**src/rtl/is_out_collector_if.sv**
```systemverilog
// Handshake and control bundle of the output collector: MAC results in, packed words out.
interface is_out_collector_if #(
  parameter int unsigned CNT_W = 16
);
  logic             OC_clk_is_enable;
  logic             OC_in_en;
  logic             OC_in_last;
  logic [31:0]      OC_in_data;
  logic [4:0]       OC_shift;
  logic             OC_relu_en;
  logic             OC_flush;
  logic             OC_clear;
  logic [31:0]      OC_out_data;
  logic             OC_out_valid;
  logic             OC_out_ready;
  logic             OC_fifo_full;
  logic             OC_overflow;
  logic             OC_flush_done;
  logic [CNT_W-1:0] OC_word_cnt;

  modport master (
    output OC_clk_is_enable, OC_in_en, OC_in_last, OC_in_data, OC_shift, OC_relu_en,
           OC_flush, OC_clear, OC_out_ready,
    input  OC_out_data, OC_out_valid, OC_fifo_full, OC_overflow, OC_flush_done, OC_word_cnt
  );

  modport slave (
    input  OC_clk_is_enable, OC_in_en, OC_in_last, OC_in_data, OC_shift, OC_relu_en,
           OC_flush, OC_clear, OC_out_ready,
    output OC_out_data, OC_out_valid, OC_fifo_full, OC_overflow, OC_flush_done, OC_word_cnt
  );
endinterface

```
**src/rtl/is_out_collector.sv**
```systemverilog
// Output stage after the last MAC: requantizes final sums to int8, packs four per word,
// and buffers the words in a FIFO for the output DMA.
module is_out_collector #(
  parameter int unsigned FIFO_DEPTH = 8,
  parameter int unsigned CNT_W      = 16
) (
  input logic               OC_CLK,
  input logic               OC_RSTN,
  is_out_collector_if.slave oc
);
  localparam int unsigned AW = $clog2(FIFO_DEPTH);

  logic              s1_vld_q, s1_vld_d;
  logic [7:0]        s1_byte_q, s1_byte_d;
  logic [1:0]        ptr_q, ptr_d;
  logic [23:0]       pack_q, pack_d;
  logic              push_vld_q, push_vld_d;
  logic              push_flush_q, push_flush_d;
  logic [31:0]       push_word_q, push_word_d;
  logic              flush_pend_q, flush_pend_d;
  logic              flush_done_q, flush_done_d;
  logic              overflow_q, overflow_d;
  logic [CNT_W-1:0]  cnt_q, cnt_d;
  logic [AW:0]       wr_q, wr_d, rd_q, rd_d;
  logic [31:0]       mem [FIFO_DEPTH];

  logic               en, final_in, empty, full, pop, push_ok, flush_exec, mem_we;
  logic [32:0]        rnd;
  logic signed [32:0] sum, shd;
  logic [7:0]         qbyte;

  assign en         = oc.OC_clk_is_enable;
  assign final_in   = oc.OC_in_en && oc.OC_in_last;
  assign empty      = (wr_q == rd_q);
  assign full       = (wr_q[AW] != rd_q[AW]) && (wr_q[AW-1:0] == rd_q[AW-1:0]);
  assign pop        = en && !empty && oc.OC_out_ready;
  // A pop on the same edge frees the slot the push needs.
  assign push_ok    = push_vld_q && (!full || pop);
  assign flush_exec = flush_pend_q && !s1_vld_q && !final_in;
  assign mem_we     = en && !oc.OC_clear && push_ok;

  // Round-half-up, arithmetic shift, optional ReLU, saturate; 33 bits so rounding never wraps.
  always_comb begin
    rnd = '0;
    if (oc.OC_shift != 5'd0) rnd = 33'd1 << (oc.OC_shift - 5'd1);
    sum = $signed({oc.OC_in_data[31], oc.OC_in_data}) + $signed(rnd);
    shd = sum >>> oc.OC_shift;
    if (oc.OC_relu_en && shd[32]) qbyte = 8'h00;
    else if (shd > 33'sd127)      qbyte = 8'h7f;
    else if (shd < -33'sd128)     qbyte = 8'h80;
    else                          qbyte = shd[7:0];
  end

  always_comb begin
    s1_vld_d     = s1_vld_q;
    s1_byte_d    = s1_byte_q;
    ptr_d        = ptr_q;
    pack_d       = pack_q;
    push_vld_d   = 1'b0;
    push_flush_d = 1'b0;
    push_word_d  = push_word_q;
    flush_pend_d = flush_pend_q;
    flush_done_d = 1'b0;
    overflow_d   = overflow_q;
    cnt_d        = cnt_q;
    wr_d         = wr_q;
    rd_d         = rd_q;
    if (oc.OC_clear) begin
      s1_vld_d     = 1'b0;
      s1_byte_d    = '0;
      ptr_d        = '0;
      pack_d       = '0;
      push_word_d  = '0;
      flush_pend_d = 1'b0;
      overflow_d   = 1'b0;
      cnt_d        = '0;
      wr_d         = '0;
      rd_d         = '0;
    end else begin
      s1_vld_d = final_in;
      if (final_in) s1_byte_d = qbyte;

      if (s1_vld_q) begin
        unique case (ptr_q)
          2'd0: pack_d[7:0]   = s1_byte_q;
          2'd1: pack_d[15:8]  = s1_byte_q;
          2'd2: pack_d[23:16] = s1_byte_q;
          2'd3: begin
            push_vld_d  = 1'b1;
            push_word_d = {s1_byte_q, pack_q};
            pack_d      = '0;
          end
        endcase
        ptr_d = ptr_q + 2'd1;
      end else if (flush_exec) begin
        if (ptr_q != 2'd0) begin
          // Unwritten lanes are already zero because pack_q is cleared per word.
          push_vld_d   = 1'b1;
          push_flush_d = 1'b1;
          push_word_d  = {8'h00, pack_q};
          pack_d       = '0;
          ptr_d        = '0;
        end else begin
          flush_done_d = 1'b1;
        end
      end

      flush_pend_d = flush_exec ? 1'b0 : (flush_pend_q || oc.OC_flush);

      if (push_vld_q) begin
        if (push_ok) begin
          wr_d  = wr_q + 1'b1;
          cnt_d = cnt_q + CNT_W'(1);
        end else begin
          overflow_d = 1'b1;
        end
        if (push_flush_q) flush_done_d = 1'b1;
      end
      if (pop) rd_d = rd_q + 1'b1;
    end
  end

  always_ff @(posedge OC_CLK or negedge OC_RSTN) begin
    if (!OC_RSTN) begin
      s1_vld_q     <= 1'b0;
      s1_byte_q    <= '0;
      ptr_q        <= '0;
      pack_q       <= '0;
      push_vld_q   <= 1'b0;
      push_flush_q <= 1'b0;
      push_word_q  <= '0;
      flush_pend_q <= 1'b0;
      flush_done_q <= 1'b0;
      overflow_q   <= 1'b0;
      cnt_q        <= '0;
      wr_q         <= '0;
      rd_q         <= '0;
    end else if (en) begin
      s1_vld_q     <= s1_vld_d;
      s1_byte_q    <= s1_byte_d;
      ptr_q        <= ptr_d;
      pack_q       <= pack_d;
      push_vld_q   <= push_vld_d;
      push_flush_q <= push_flush_d;
      push_word_q  <= push_word_d;
      flush_pend_q <= flush_pend_d;
      flush_done_q <= flush_done_d;
      overflow_q   <= overflow_d;
      cnt_q        <= cnt_d;
      wr_q         <= wr_d;
      rd_q         <= rd_d;
    end
  end

  always_ff @(posedge OC_CLK) begin
    if (mem_we) mem[wr_q[AW-1:0]] <= push_word_q;
  end

  assign oc.OC_out_data   = empty ? 32'h0 : mem[rd_q[AW-1:0]];
  assign oc.OC_out_valid  = !empty;
  assign oc.OC_fifo_full  = full;
  assign oc.OC_overflow   = overflow_q;
  assign oc.OC_flush_done = flush_done_q;
  assign oc.OC_word_cnt   = cnt_q;
endmodule

```
**src/flat_wrapper.sv**
```systemverilog
// flat-port wrapper written by rule: the top's interface ports become plain ports
module is_out_collector_flat 
#(
  parameter int unsigned FIFO_DEPTH = 8,
  parameter int unsigned CNT_W      = 16
)
  (OC_CLK, OC_RSTN, oc_OC_clk_is_enable, oc_OC_in_en, oc_OC_in_last, oc_OC_in_data, oc_OC_shift, oc_OC_relu_en, oc_OC_flush, oc_OC_clear, oc_OC_out_ready, oc_OC_out_data, oc_OC_out_valid, oc_OC_fifo_full, oc_OC_overflow, oc_OC_flush_done, oc_OC_word_cnt);
  is_out_collector_if #(.CNT_W(CNT_W)) oc_i ();
  input logic OC_CLK;
  input logic OC_RSTN;
  input wire logic [$bits(oc_i.OC_clk_is_enable)-1:0] oc_OC_clk_is_enable;
  input wire logic [$bits(oc_i.OC_in_en)-1:0] oc_OC_in_en;
  input wire logic [$bits(oc_i.OC_in_last)-1:0] oc_OC_in_last;
  input wire logic [$bits(oc_i.OC_in_data)-1:0] oc_OC_in_data;
  input wire logic [$bits(oc_i.OC_shift)-1:0] oc_OC_shift;
  input wire logic [$bits(oc_i.OC_relu_en)-1:0] oc_OC_relu_en;
  input wire logic [$bits(oc_i.OC_flush)-1:0] oc_OC_flush;
  input wire logic [$bits(oc_i.OC_clear)-1:0] oc_OC_clear;
  input wire logic [$bits(oc_i.OC_out_ready)-1:0] oc_OC_out_ready;
  output wire logic [$bits(oc_i.OC_out_data)-1:0] oc_OC_out_data;
  output wire logic [$bits(oc_i.OC_out_valid)-1:0] oc_OC_out_valid;
  output wire logic [$bits(oc_i.OC_fifo_full)-1:0] oc_OC_fifo_full;
  output wire logic [$bits(oc_i.OC_overflow)-1:0] oc_OC_overflow;
  output wire logic [$bits(oc_i.OC_flush_done)-1:0] oc_OC_flush_done;
  output wire logic [$bits(oc_i.OC_word_cnt)-1:0] oc_OC_word_cnt;
  assign oc_i.OC_clk_is_enable = oc_OC_clk_is_enable;
  assign oc_i.OC_in_en = oc_OC_in_en;
  assign oc_i.OC_in_last = oc_OC_in_last;
  assign oc_i.OC_in_data = oc_OC_in_data;
  assign oc_i.OC_shift = oc_OC_shift;
  assign oc_i.OC_relu_en = oc_OC_relu_en;
  assign oc_i.OC_flush = oc_OC_flush;
  assign oc_i.OC_clear = oc_OC_clear;
  assign oc_i.OC_out_ready = oc_OC_out_ready;
  assign oc_OC_out_data = oc_i.OC_out_data;
  assign oc_OC_out_valid = oc_i.OC_out_valid;
  assign oc_OC_fifo_full = oc_i.OC_fifo_full;
  assign oc_OC_overflow = oc_i.OC_overflow;
  assign oc_OC_flush_done = oc_i.OC_flush_done;
  assign oc_OC_word_cnt = oc_i.OC_word_cnt;
  is_out_collector #(.FIFO_DEPTH(FIFO_DEPTH), .CNT_W(CNT_W)) u_core (.OC_CLK(OC_CLK), .OC_RSTN(OC_RSTN), .oc(oc_i));
endmodule
```
**config.mk**
```make
export PLATFORM = sky130hd
export DESIGN_NAME = is_out_collector_flat
export DESIGN_NICKNAME = d
export VERILOG_FILES = /design/src/rtl/is_out_collector_if.sv /design/src/rtl/is_out_collector.sv /design/src/flat_wrapper.sv
export SDC_FILE = /design/constraint.sdc
export NUM_CORES = 1
export LEC_CHECK = 0
export BUFFER_PORTS_ARGS = -buffer_cell sky130_fd_sc_hd__buf_2
export CAP_MARGIN = 20
export CELL_PAD_IN_SITES_DETAIL_PLACEMENT = 2
export CELL_PAD_IN_SITES_GLOBAL_PLACEMENT = 2
export CORE_ASPECT_RATIO = 0.8
export CORE_MARGIN = 2
export CORE_UTILIZATION = 42
export DETAILED_ROUTE_END_ITERATION = 7
export GPL_ROUTABILITY_DRIVEN = 0
export HOLD_SLACK_MARGIN = 0.05
export MAX_ROUTING_LAYER = met4
export PLACE_DENSITY_LB_ADDON = 0.1
export SKIP_LAST_GASP = 1
export SYNTH_ARGS = -nofsm -noshare
export SYNTH_HDL_FRONTEND = slang
export SYNTH_SLANG_ARGS = --single-unit
```
**constraint.sdc**
```tcl
create_clock -name OC_CLK -period 6.8 [get_ports OC_CLK]
set_clock_uncertainty 0.2 [all_clocks]
set_input_delay 0.34 -clock OC_CLK [delete_from_list [all_inputs] [get_ports OC_CLK]]
set_output_delay 0.34 -clock OC_CLK [all_outputs]
set_load 0.02 [all_outputs]
```
==> metrics <==
first-pass GRT wire length=107 mm; Remaining DRCs=0; R2R Setup Slk=2.95 ns; distinct cell type count after synthesis=95; Crit-path slowest cell=o41ai_4; pin count of the biggest net entering global routing=just over 70; DP Area=roughly 20000 um2; clock slew at reported path FFs=0.06 ns; number of global-route vias before repair=16.1k; DRT Wirelength=about 70 mm; Post-synth EDFFs=256; Area Growth Syn to Fin=13.1%; post-synthesis cell area=19200 um2; Peak VDD IR=between 0.15 and 0.2 mV; die area=between 40000 and 50000 um2; drt wl/cell=between 20 and 30 um; total power=5.26 mW; post-layout instance area=approximately 22000 um2; TritonRoute pass-1 iters=7; Antenna Nets Post-Route=0; Worst Tran Pin Value=1.08 ns; Slew HR=0.283; Final Net Count=around 1.9k; Syn. warnings=0; FF-to-FF path depth=7; worst skew pair latency=between 0.5 and 0.6 ns; post-cts sizing count=0; die width=243 um; pwr dens=243 nW/um2; CTS buffer count=36; synthesized flop and latch total=352; crit path max fanout=9; site row count=69; worst min path class=input pin to asynchronous set/reset pin; Initial DRC Count=between 1.5k and 2k; outcome=finished clean; max-cap check violation count=0; Lkg Pwr=between 7 and 8 nW; syn_nets=around 1.8k; cells along the critical path=buf_2 > clkinv_1 > nor2_1 > nand2_1 > nor2_1 > ha_1 > a21oi_1 > o21ai_0 > a32oi_1 > a21oi_1 > or3_1 > nand2_1 > a21oi_1 > a2111oi_0 > nor3_1 > nor4_1 > nand2_1 > o41ai_4 > a22oi_2; CP bufs+invs=2; CP required=6.99 ns; Starting Density=0.429; minimum clock period=slightly above 6 ns; worst r2r src=u_core.rd_q[1]; DP HPWL=just under 50 mm; Vias=approximately 15k; # clock sinks=352; hold buffer count at cts=5; proportion of layout cells with a drive suffix above 1=0.192; crit share post-route=0.899; Worst Setup End Kind=flip-flop; final setup fails=0; CP max stage delay=roughly 0.7 ns; CTS max path bufs=3; post-synthesis average cell area=11.5 um2; Port Buf Inserts=97; Startpoint Class=input pin; CTS root buf=clkbuf_16; reg2reg end=u_core.mem[1][24]; vias per inst=6.40; Total Routing Usage GR=0.308; CP top delay family=compound AO/OA/AOI/OAI gates; Core ar.=roughly 45000 um2; initial antenna violation count=3; total negative slack=0 ns; prevailing post-synth register cell=edfxtp_1; DIE HEIGHT=~200 um; CTS H-Tree Depth=2; fraction of registers with async set/reset=0.273; num ports=98; Data arrival, critical path=roughly 6.3 ns; sequential element share of the synthesized area=0.526; cells after synthesis=1668; kind of critical path=input pin to flip-flop; final hold vios=0; RSZ-0062 raised after global routing=no; grt ovf=0; pins over their slew limit=0; fmax=164 MHz; postcts setup bufs=0; CTS tree=built
layout by cell type, fill, tap and decap left out, types with 15 or more instances in the layout:
cell type / Yosys / final
edfxtp_1: 256 / 256
nand2_1: 223 / 223
nor2_1: 160 / 158
buf_2: 28 / 96
dfrtp_1: 96 / 93
o21ai_0: 87 / 87
mux4_2: 72 / 72
buf_4: 1 / 64
a21oi_1: 63 / 63
mux2i_1: 51 / 51
nand3_1: 44 / 44
ha_1: 39 / 39
clkbuf_16: 0 / 37
nor3_1: 33 / 30
nand3b_1: 26 / 26
xnor2_1: 22 / 22
inv_1: 21 / 21
and3_1: 20 / 20
nand4_1: 20 / 20
a211oi_1: 19 / 19
o211ai_1: 15 / 15
Yosys cell counts (12+ instances only):
library cell / number / area share
edfxtp_1: 256 / 0.40
nand2_1: 223 / 0.044
nor2_1: 160 / 0.031
dfrtp_1: 96 / 0.13
o21ai_0: 87 / 0.023
mux4_2: 72 / 0.085
clkbuf_1: 65 / 0.013
a21oi_1: 63 / 0.016
mux2i_1: 51 / 0.027
nand3_1: 44 / 0.011
ha_1: 39 / 0.025
nor3_1: 33 / 0.0086
buf_2: 28 / 0.0073
nand3b_1: 26 / 0.010
xnor2_1: 22 / 0.010
inv_1: 21 / 0.0041
and3_1: 20 / 0.0065
nand4_1: 20 / 0.0065
a211oi_1: 19 / 0.0074
o211ai_1: 15 / 0.0059
a21o_1: 14 / 0.0055
o22ai_1: 14 / 0.0046
buf_1: 13 / 0.0025
a31oi_1: 12 / 0.0039
o31ai_1: 12 / 0.0047
xor2_1: 12 / 0.0055
how the worst max path moves through the flow:
| stage | from | to | depth (start not counted) |
|---|---|---|---|
| after global routing | oc_OC_shift[3] | u_core.s1_byte_q[1] | 19 |
| final | oc_OC_shift[3] | u_core.s1_byte_q[1] | 19 |
| after global placement | oc_OC_shift[2] | u_core.s1_byte_q[4] | 21 |
| after floorplan | u_core.rd_q[2] | u_core.mem[2][0] | 8 |
| after detailed placement | oc_OC_shift[3] | u_core.s1_byte_q[4] | 19 |
| after CTS | oc_OC_shift[3] | u_core.s1_byte_q[1] | 19 |
report_power, final:
part	switching (mW)	internal [mW]
clock	0.837	1.07
sequential	0.0346	2.29
combinational	0.657	0.369
logic make-up (layout without fill, tap and decap cells):
kind of cell / after synthesis / after routing / synth area share
buffers and inverters: 134 / 258 / 0.0294
other: 1 / 3 / 0.000196
flip-flops: 352 / 352 / 0.526
AND/OR/NAND/NOR: 587 / 587 / 0.141
multiplexers: 130 / 130 / 0.115
adder cells (fa/ha/maj): 40 / 40 / 0.0265
XOR/XNOR: 34 / 34 / 0.0155
AO/OA/AOI/OAI: 390 / 390 / 0.145
metrics by stage:
step	util	cells	hold slack (ns)	setup WS, ns
after CTS	0.483	2390	0.0547	0.899
after global routing	0.485	2397	0.0731	0.348
final	0.485	2397	0.0644	0.688
after floorplan	-	1668	-0.156	1.09
after detailed placement	0.457	2319	0.0807	0.418
after global placement	0.457	2319	0.0801	0.618
per-layer routing:
metal	global-route usage	part of all wire	wire, um
met3	0.0689	0.085	6020
met1	0.446	0.46	32400
met4	0.0586	0.017	1190
met5	-	0	0
met2	0.449	0.44	31100
sequential cells by signal, indices dropped and copies added, names as in the netlist, 2 cells and up:
| register | cells |
|---|---|
| u_core.pack_q | 24 |
| u_core.oc.OC_word_cnt | 16 |
| u_core.push_word_q | 32 |
| u_core.rd_q | 4 |
| u_core.s1_byte_q | 8 |
| u_core.ptr_q | 2 |
| u_core.wr_q | 4 |
| u_core.mem | 256 |
layout make-up:
type	count	area, um2
fill	4528	23100
sequential	352	10100
inverter	24	90.1
clock inverter	12	71.3
timing repair buffer	168	1040
antenna	2	5.00
clock buffer	54	1040
tap	603	754
multi-input combinational	1182	8570
Note: power is estimated with default switching activity, not from simulation.
